$ cat src/rtl/socket_sink_checker_pkg.sv
// Shared FSM state type, default parameters and sizing helper for the
// socket sink checker and its reference counter.
package socket_sink_checker_pkg;

    typedef enum logic [1:0] {
        IDLE = 2'd0,
        READ = 2'd1,
        WAIT = 2'd2,
        DONE = 2'd3
    } sink_state_t;

    localparam int DEF_DATA_WIDTH  = 16;
    localparam int DEF_SOCKET_SIZE = 5;
    localparam int DEF_MAX_VAL     = 256;
    localparam int DEF_CNT_WIDTH   = 32;

    // Width of the read index; it only has to reach size-1.
    function automatic int idx_width(input int size);
        return (size < 2) ? 1 : $clog2(size);
    endfunction

endpackage

$ cat src/rtl/socket_sink_checker_ref_counter.sv
// Golden counter sequence 0..MAX_VAL-1 with wrap; a load overrides the
// advance so the checker can resynchronise after a mismatch.
module ref_counter
    import socket_sink_checker_pkg::*;
#(
    parameter int MAX_VAL    = DEF_MAX_VAL,
    parameter int DATA_WIDTH = DEF_DATA_WIDTH
) (
    input  logic                  clk,
    input  logic                  rst,
    input  logic                  advance,
    input  logic                  load,
    input  logic [DATA_WIDTH-1:0] load_val,
    output logic [DATA_WIDTH-1:0] out
);

    localparam logic [DATA_WIDTH-1:0] LAST_VAL = DATA_WIDTH'(MAX_VAL - 1);

    logic [DATA_WIDTH-1:0] cnt_q;
    logic [DATA_WIDTH-1:0] cnt_d;

    // Next count: load wins over advance.
    always_comb begin
        cnt_d = cnt_q;
        if (load) begin
            cnt_d = load_val;
        end else if (advance) begin
            cnt_d = (cnt_q == LAST_VAL) ? '0 : cnt_q + DATA_WIDTH'(1);
        end else begin
            cnt_d = cnt_q;
        end
    end

    // Count register.
    always_ff @(posedge clk or negedge rst) begin
        if (!rst) begin
            cnt_q <= '0;
        end else begin
            cnt_q <= cnt_d;
        end
    end

    assign out = cnt_q;

endmodule

$ cat config.mk
export PLATFORM = sky130hd
export DESIGN_NAME = ref_counter
export DESIGN_NICKNAME = d
export VERILOG_FILES = /design/src/rtl/socket_sink_checker_pkg.sv /design/src/rtl/socket_sink_checker_ref_counter.sv
export SDC_FILE = /design/constraint.sdc
export NUM_CORES = 1
export LEC_CHECK = 0
export BUFFER_PORTS_ARGS = -buffer_cell sky130_fd_sc_hd__buf_2
export CAP_MARGIN = 10
export CORE_UTILIZATION = 44
export DETAILED_ROUTE_END_ITERATION = 8
export GPL_TIMING_DRIVEN = 1
export PLACE_DENSITY_LB_ADDON = 0.2
export SYNTH_ARGS = -nofsm -noshare
export SYNTH_HDL_FRONTEND = slang
export SYNTH_SLANG_ARGS = --single-unit
$ cat constraint.sdc
create_clock -name clk -period 1.8 [get_ports clk]
set_input_delay 0.09 -clock clk [delete_from_list [all_inputs] [get_ports clk]]
set_output_delay 0.09 -clock clk [all_outputs]
set_load 0.005 [all_outputs]
==> out/metrics.yaml, run 1 <==
fin_cells: 212
skew_ns: 0.006036
grt_usage_pct: 27.30
wire_per_inst_um: 14.91
dp.cells: 199
fin_ws_ns: -0.1137
synth.net_count: 139
clock_path_buffers: 2
gp_congestion: 0.8180
postRouteWirelength_um: 3161
ys_warn_count: 0
netlist_area_um2: 1021
worst_hold_path_type: "in -> reg"
fin_crit_ns: 1.914
placed_area_um2: 1381
final_core_util_pct: 72.93
cp_num_buf_inv: 1
pre_cts_ws_ns: -0.1639
clk_pin_slew_ns: 0.11
fmax_mhz: 522.6
fin_crit_sh_pct: 106.3
ys_ff_latch: 16
slew_headroom_pct: 61.14
timing.max_cap.violations: 0
hold_violations: 0
ioPinCount: 36
vias_per_cell: 5.698
netlist.area_leader.share_pct: 39.22
grt_overflow: 0
yosys.area.top_type: "dfrtp_1"
grt_pass1_vias: 1179
status: "complete, but fails checks"
cp_top_family: "simple AND/OR/NAND/NOR gates"
clock_latency_ns: 0.29
leakage_nw: 0.7217
slew_violations: 0
cp.arrival_ns: 2.07
tightest_slew_ns: 0.5830
final_common_cell: "buf_2"
synthCells: 118
grt_pass1_wl_um: 5133
ir_worst_vdd_uv: 383.2
port_buffers: 35
regArea_um2: 400.4
core_area_um2: 2191
synth_area_leaders: "dfrtp_1 (39%), nand2_1 (5.5%), o21ai_1 (5.4%)"
cts.sinks: 16
row_count: 17
grt_max_degree: 33
setup_viol: 9
fillers: 168
hpwl_um: 2120
final_antenna_net_count: 0
violations: "negative setup slack"
critPathRequiredTime_ns: 1.96
cp-start-kind: "flop"
antenna_found_initial: 0
final_net_count: 206
power_density_nw_per_um2: 615.0
syn_avg_cell_area_um2: 8.652
crit_path_cell_trace: "or4_4 -> o41ai_4 -> buf_4 -> nor2_2 -> a32oi_1 -> o21ai_1"
grt_setup_unrepaired: "true"
drtIter0Drc: 31
tritoncts: "built"
crit_type: "reg -> reg"
start_util_pct: 46.60
synth_cell_types: 33
end_kind: "flop"
crit_path_max_incr_delay_ns: 0.58
drc: 0
die_h_um: 50.17
holdWs_ns: 0.005550
cts_made_buffers: 3
firstDrtPassIters: 4
die_x_um: 50.17
drive_above_1_share_pct: 49.46
mostFrequentLayoutCells: "buf_2 (35), buf_4 (24), dfrtp_1 (16)"
die_area_um2: 2517
yosysSeqAreaShare_pct: 39.22
clk_root_buffer_cell: "clkbuf_4"
multi_input_area_um2: 676.9
largest_reg_flops: 16
final_cell_area_um2: 1598
h-tree-depth: 1
diodes: 0
slowest_stage: "or4_4"
area_delta_synth_final_pct: 56.49
critPathMaxFanout: 3
total_power_mw: 0.9827
setup-tns-final_ns: -0.5641
vias: 1208
==> tightest hold or removal path, cell delays in order <==
cell and delay [ns]:
buf_2 0.07, nand2_1 0.04, o21ai_1 0.06
==> per-layer routing <==
metal / vias to the layer above / GRT usage (%) / part of all wire [%]
met5: - / 0 / 0
met4: 0 / 12.86 / 2.5
met3: 10 / 5.152 / 6.6
met2: 55 / 44.44 / 50
met1: 571 / 34.48 / 41
li1: 572 / - / -
==> worst paths after layout <==
check / start / endpoint / slack (ns) / cells past startpoint
max: out[15] / out[15] / -0.11 / 6
min: load_val[0] / out[0] / 0.006 / 3
max reg2reg: out[15] / out[15] / -0.11 / 6
min reg2reg: out[13] / out[13] / 0.65 / 2
max in group asynchronous: rst / out[11] / 1.27 / 2
min in group asynchronous: rst / out[4] / 0.24 / 2
==> logic make-up (layout without fill, tap and decap cells) <==
group	after synthesis	count (layout)	synth area share, %
mux	1	1	1.103
buf+inv	10	76	3.676
flops	16	16	39.22
fa+ha+maj	1	1	1.225
compound gates	34	34	20.96
xor+xnor	6	6	5.147
simple gates	50	50	28.68
==> synthesized netlist by cell type <==
| cell | n |
|---|---|
| a211oi_1 | 4 |
| a21oi_1 | 7 |
| a22oi_1 | 1 |
| a31oi_1 | 2 |
| a32oi_1 | 1 |
| and3_1 | 1 |
| and4_1 | 1 |
| and4b_1 | 1 |
| clkbuf_1 | 4 |
| dfrtp_1 | 16 |
| ha_1 | 1 |
| inv_1 | 6 |
| mux2_2 | 1 |
| nand2_1 | 15 |
| nand3_1 | 2 |
| nand3_2 | 1 |
| nand4_1 | 5 |
| nand4b_2 | 1 |
| nor2_1 | 10 |
| nor2b_1 | 1 |
| nor3_1 | 3 |
| nor3b_1 | 2 |
| nor4_1 | 3 |
| nor4_4 | 1 |
| o211ai_1 | 1 |
| o21ai_0 | 6 |
| o21ai_1 | 11 |
| o41ai_4 | 1 |
| or3_1 | 1 |
| or4_4 | 1 |
| or4b_4 | 1 |
| xnor2_1 | 4 |
| xor2_1 | 2 |
==> power by group <==
group | switching (mW) | internal, mW | leakage, nW | total, mW
clock | 0.126 | 0.123 | 0.0210 | 0.249
combinational | 0.154 | 0.156 | 0.511 | 0.310
sequential | 0.0296 | 0.394 | 0.190 | 0.423
==> cell type report <==
cell class / instances / area share (%)
clock buffers: 4 / 2.271
inverters: 6 / 1.410
well taps: 28 / 2.193
repair buffers: 66 / 26.70
multi-input cells: 92 / 42.36
flip-flops and latches: 16 / 25.06
==> what timing repair did <==
item / in CTS / in global routing
cloned: 0 / 0
setup buffers: 2 / 1
resized for setup: 7 / 16
endpoints found under the hold margin: 21 / 0
setup endpoints to repair: 10 / 13
hold buffers: 6 / 0
pin swaps: 9 / 8
No activity file was read; power rests on OpenSTA's default activity.
==> run 2: changes to the inputs <==
==> constraint.sdc (replaced) <==
create_clock -name clk -period 1.8 [get_ports clk]
set_input_delay 0.36 -clock clk [delete_from_list [all_inputs] [get_ports clk]]
set_output_delay 0.36 -clock clk [all_outputs]
set_load 0.005 [all_outputs]
==> out/metrics.yaml, run 2 (synthesis gave the netlist of run 1 again) <==
status: "complete, but fails checks"
violations: "negative setup slack"
clock_latency_ns: 0.29  # about the same
mostFrequentLayoutCells: "buf_2 (35), buf_4 (26), dfrtp_1 (16)"
skew_ns: 0.008706  # +0.002670 ns
multi_input_area_um2: 629.4  # -7.0%
min_path_cells: 3  # unchanged
wire_per_inst_um: 14.50  # -2.7%
reg2regPathDepth: 6  # unchanged
final_core_util_pct: 68.65  # -4.3 points
placed_area_um2: 1404  # +1.6%
grt_max_degree: 33  # unchanged
hp-start: "load_val[10]"
timing.rr.start: "out[11]"
ir_worst_vdd_uv: 488.1  # +27%
holdWs_ns: 0.2648  # +0.2592 ns
final_cell_area_um2: 1504  # -5.9%
drtIter0Drc: 51  # +65%
fin_crit_ns: 2.020  # +0.1061 ns
timing.max_cap.violations: 0  # unchanged
vias_per_cell: 5.486  # -3.7%
firstDrtPassIters: 4  # unchanged
grt_usage_pct: 25.02  # -2.3 points
pre_cts_ws_ns: -0.1587  # +0.005216 ns
fmax_mhz: 495.1  # -5.3%
end_kind: "flop"
row_count: 17  # unchanged
fin_crit_sh_pct: 112.2  # +5.9 points
tightest_slew_ns: 0.5587  # -0.02428 ns
start_util_pct: 46.60  # unchanged
port_buffers: 35  # unchanged
cts_made_buffers: 3  # unchanged
rrSetupSlack_ns: -0.22  # -0.11 ns
crit_type: "reg -> reg"
diodes: 0  # unchanged
total_power_mw: 0.9618  # -2.1%
vias: 1141  # -5.5%
largest_reg_flops: 16  # unchanged
area_delta_synth_final_pct: 47.30
rr_endpoint: "out[3]"
cp-start-kind: "flop"
gp_congestion: 0.8117  # -0.77%
die_area_um2: 2517  # unchanged
fin_ws_ns: -0.2198  # -0.1061 ns
postRouteWirelength_um: 3017  # -4.6%
core_area_um2: 2191  # unchanged
tritoncts: "built"
grt_overflow: 0  # unchanged
grt_pass1_vias: 1104  # -6.4%
hpwl_um: 2081  # -1.9%
grt_setup_unrepaired: "true"
dp.cells: 202  # +1.5%
hold_path_end: "out[10]"
clk_pin_slew_ns: 0.11  # about the same
cp.arrival_ns: 2.17  # +0.10 ns
die_h_um: 50.17  # unchanged
setup-tns-final_ns: -1.024  # -0.4601 ns
final_common_cell: "buf_2"
fillers: 193  # +15%
cp-startpoint: "out[11]"
ioPinCount: 36  # unchanged
fin_cells: 208  # -1.9%
final_antenna_net_count: 0  # unchanged
hold_violations: 0  # unchanged
critPathRequiredTime_ns: 1.95  # about the same
final_net_count: 202  # -1.9%
setup_viol: 9  # unchanged
drive_above_1_share_pct: 45.00  # -4.5 points
grt_pass1_wl_um: 4761  # -7.2%
power_density_nw_per_um2: 639.5  # +4.0%
die_x_um: 50.17  # unchanged
critPathMaxFanout: 4  # +1
h-tree-depth: 1  # unchanged
leakage_nw: 0.6981  # -3.3%
clock_path_buffers: 2  # unchanged
slew_violations: 0  # unchanged
regArea_um2: 400.4  # unchanged
cts.sinks: 16  # unchanged
worst_hold_path_type: "in -> reg"
antenna_found_initial: 0  # unchanged
clk_root_buffer_cell: "clkbuf_4"
slew_headroom_pct: 62.76  # +1.6 points
drc: 0  # unchanged
## run 2: cell types whose count changed in the layout (fill, tap and decap cells not counted), sizes merged
cell / before / now
dlygate4sd3: 6 / 1
buf: 60 / 61
## run 2: what timing repair did
item	4_1_cts	5_1_grt
hold buffers	1	0
setup endpoints to repair	8	12
pin swaps	5	5
hold endpoints to repair	16	0
setup buffers	0	1
resized for setup	1	9
cloned	0	0
## run 2: power breakdown
| part | switching (mW) | internal (mW) | total (mW) | leakage (nW) |
|---|---|---|---|---|
| Sequential | 0.0296 | 0.394 | 0.423 | 0.190 |
| Combinational | 0.145 | 0.146 | 0.291 | 0.487 |
| Clock | 0.124 | 0.123 | 0.247 | 0.0210 |
| Total | 0.299 | 0.663 | 0.962 | 0.698 |
## run 2: final cells by class
| class | instances | share of cell area [%] |
|---|---|---|
| sequential | 16 | 26.62 |
| clock buffer | 4 | 2.413 |
| timing repair buffer | 62 | 25.29 |
| multi-input combinational | 92 | 41.85 |
| inverter | 6 | 1.498 |
| tap | 28 | 2.329 |
## run 2: worst max-delay path, stage by stage, from the launching register on
cell and delay [ns]:
dfrtp_1 0.40, or4_4 0.58, o41ai_4 0.35, buf_4 0.20, nor3b_1 0.06, a211oi_1 0.23, a21oi_1 0.07
## run 2: layer usage
layer  share of wire (%)  vias to the layer above  track usage (%)
met5                   0                        -                0
met4                 2.0                        0            13.81
met2                  47                       61            41.11
li1                    -                      560                -
met1                  44                      512            30.93
met3                 6.8                        8            3.939
## run 2: how the worst max path moves through the flow
stage | cells past startpoint | slack [ns] | end
3_3_place_gp | 6 | -0.08 | out[7]
6_report | 6 | -0.22 | out[3]
2_1_floorplan | 5 | -0.06 | out[3]
4_1_cts | 6 | -0.15 | out[3]
3_5_place_dp | 6 | -0.16 | out[3]
5_1_grt | 6 | -0.30 | out[3]
==> run 3: changes to the inputs <==
MAX_ROUTING_LAYER = met4   (was default)
==> out/metrics.yaml, run 3 (synthesis gave the netlist of run 1 again) <==
clk_pin_slew_ns: 0.11  # about the same
worst_hold_path_type: "in -> reg"
tightest_slew_ns: 0.5497  # -0.008992 ns
setup_viol: 9  # unchanged
timing.rr.start: "out[11]"
end_kind: "flop"
timing.max_cap.violations: 0  # unchanged
clk_root_buffer_cell: "clkbuf_4"
die_area_um2: 2517  # unchanged
h-tree-depth: 1  # unchanged
core_area_um2: 2191  # unchanged
crit_type: "reg -> reg"
drive_above_1_share_pct: 45.00  # unchanged
skew_ns: 0.009823  # +0.001117 ns
area_delta_synth_final_pct: 47.92
cp-start-kind: "flop"
antenna_found_initial: 0  # unchanged
cts.sinks: 16  # unchanged
leakage_nw: 0.7086  # +1.5%
total_power_mw: 0.9615  # about the same
rr_endpoint: "out[3]"
gp_congestion: 0.8236  # +1.5%
fin_crit_sh_pct: 111.6  # -0.63 points
grt_usage_pct: 25.77  # +0.76 points
clock_latency_ns: 0.29  # about the same
critPathRequiredTime_ns: 1.95  # about the same
wire_per_inst_um: 14.45  # -0.40%
multi_input_area_um2: 635.6  # +0.99%
drtIter0Drc: 42  # -18%
largest_reg_flops: 16  # unchanged
final_common_cell: "buf_2"
reg2regPathDepth: 6  # unchanged
fmax_mhz: 497.9  # +0.57%
start_util_pct: 46.60  # unchanged
critPathMaxFanout: 4  # unchanged
cp.arrival_ns: 2.16  # about the same
ir_worst_vdd_uv: 488.7  # +0.11%
hold_violations: 0  # unchanged
vias_per_cell: 5.457  # -0.53%
final_net_count: 202  # unchanged
power_density_nw_per_um2: 636.6  # -0.45%
port_buffers: 35  # unchanged
grt_pass1_vias: 1100  # -0.36%
regArea_um2: 400.4  # unchanged
status: "complete, but fails checks"
fin_crit_ns: 2.008  # -0.01135 ns
row_count: 17  # unchanged
pre_cts_ws_ns: -0.1587  # unchanged
vias: 1135  # -0.53%
die_h_um: 50.17  # unchanged
min_path_cells: 3  # unchanged
holdWs_ns: 0.2659  # +0.001129 ns
hp-start: "load_val[10]"
clock_path_buffers: 2  # unchanged
grt_setup_unrepaired: "true"
tritoncts: "built"
fillers: 194  # +0.52%
grt_max_degree: 33  # unchanged
grt_overflow: 0  # unchanged
fin_ws_ns: -0.2084  # +0.01135 ns
firstDrtPassIters: 4  # unchanged
slew_violations: 0  # unchanged
final_antenna_net_count: 0  # unchanged
violations: "negative setup slack"
rrSetupSlack_ns: -0.21  # about the same
slew_headroom_pct: 63.02  # +0.26 points
postRouteWirelength_um: 3005  # -0.40%
diodes: 0  # unchanged
grt_pass1_wl_um: 4774  # +0.27%
ioPinCount: 36  # unchanged
cts_made_buffers: 3  # unchanged
drc: 0  # unchanged
die_x_um: 50.17  # unchanged
mostFrequentLayoutCells: "buf_2 (35), buf_4 (26), dfrtp_1 (16)"
hpwl_um: 2081  # unchanged
hold_path_end: "out[10]"
==> run 3: cell counts in the layout (fill, tap and decap cells not counted) <==
No cell type changed its count.
==> run 3: final cells by class <==
| cell class | instances | share of cell area, % |
|---|---|---|
| well taps | 28 | 2.320 |
| inverters | 6 | 1.491 |
| flip-flops and latches | 16 | 26.51 |
| clock buffers | 4 | 2.403 |
| multi-input cells | 92 | 42.09 |
| repair buffers | 62 | 25.19 |
==> run 3: critical path, stage by stage, from the launching register on <==
cell	delay [ns]
dfrtp_1	0.40
or4_4	0.58
o41ai_4	0.35
buf_4	0.20
nor3b_1	0.06
a211oi_1	0.21
a21oi_1	0.07
==> run 3: worst max path at each step <==
stage / start / endpoint / slack, ns / cells past startpoint
floorplan: out[9] / out[3] / -0.06 / 5
global placement: out[15] / out[7] / -0.08 / 6
detailed placement: out[15] / out[3] / -0.16 / 6
CTS: out[9] / out[3] / -0.15 / 6
global route: out[11] / out[3] / -0.30 / 6
finish: out[11] / out[3] / -0.21 / 6
==> run 3: per-layer routing <==
metal | global-route usage [%] | part of all wire, % | wire length (µm)
met5 | - | 0 | 0
met4 | 13.81 | 2.1 | 64
met3 | 3.939 | 8.1 | 243
met2 | 41.11 | 48 | 1431
met1 | 31.12 | 42 | 1265
==> run 3: report_power, final <==
part / leakage [nW] / internal, mW / switching [mW]
Clock: 0.0210 / 0.123 / 0.124
Sequential: 0.190 / 0.394 / 0.0292
Combinational: 0.498 / 0.146 / 0.146
==> run 3: per-stage QoR <==
stage	util (%)	cells	area, µm²	TNS [ns]
2_1_floorplan	-	118	1021	-0.3127
3_3_place_gp	64.08	202	1404	-0.3922
3_5_place_dp	64.08	202	1404	-0.8444
4_1_cts	66.36	207	1454	-0.8712
5_1_grt	68.93	208	1510	-1.703
6_report	68.93	208	1510	-1.002
==> run 3: timing repair <==
item,in CTS,in global routing
endpoints found under the setup margin,8,12
buffers inserted,0,1
gates resized for setup,1,10
endpoints found under the hold margin,16,0
hold buffers,1,0
pin swaps,5,6
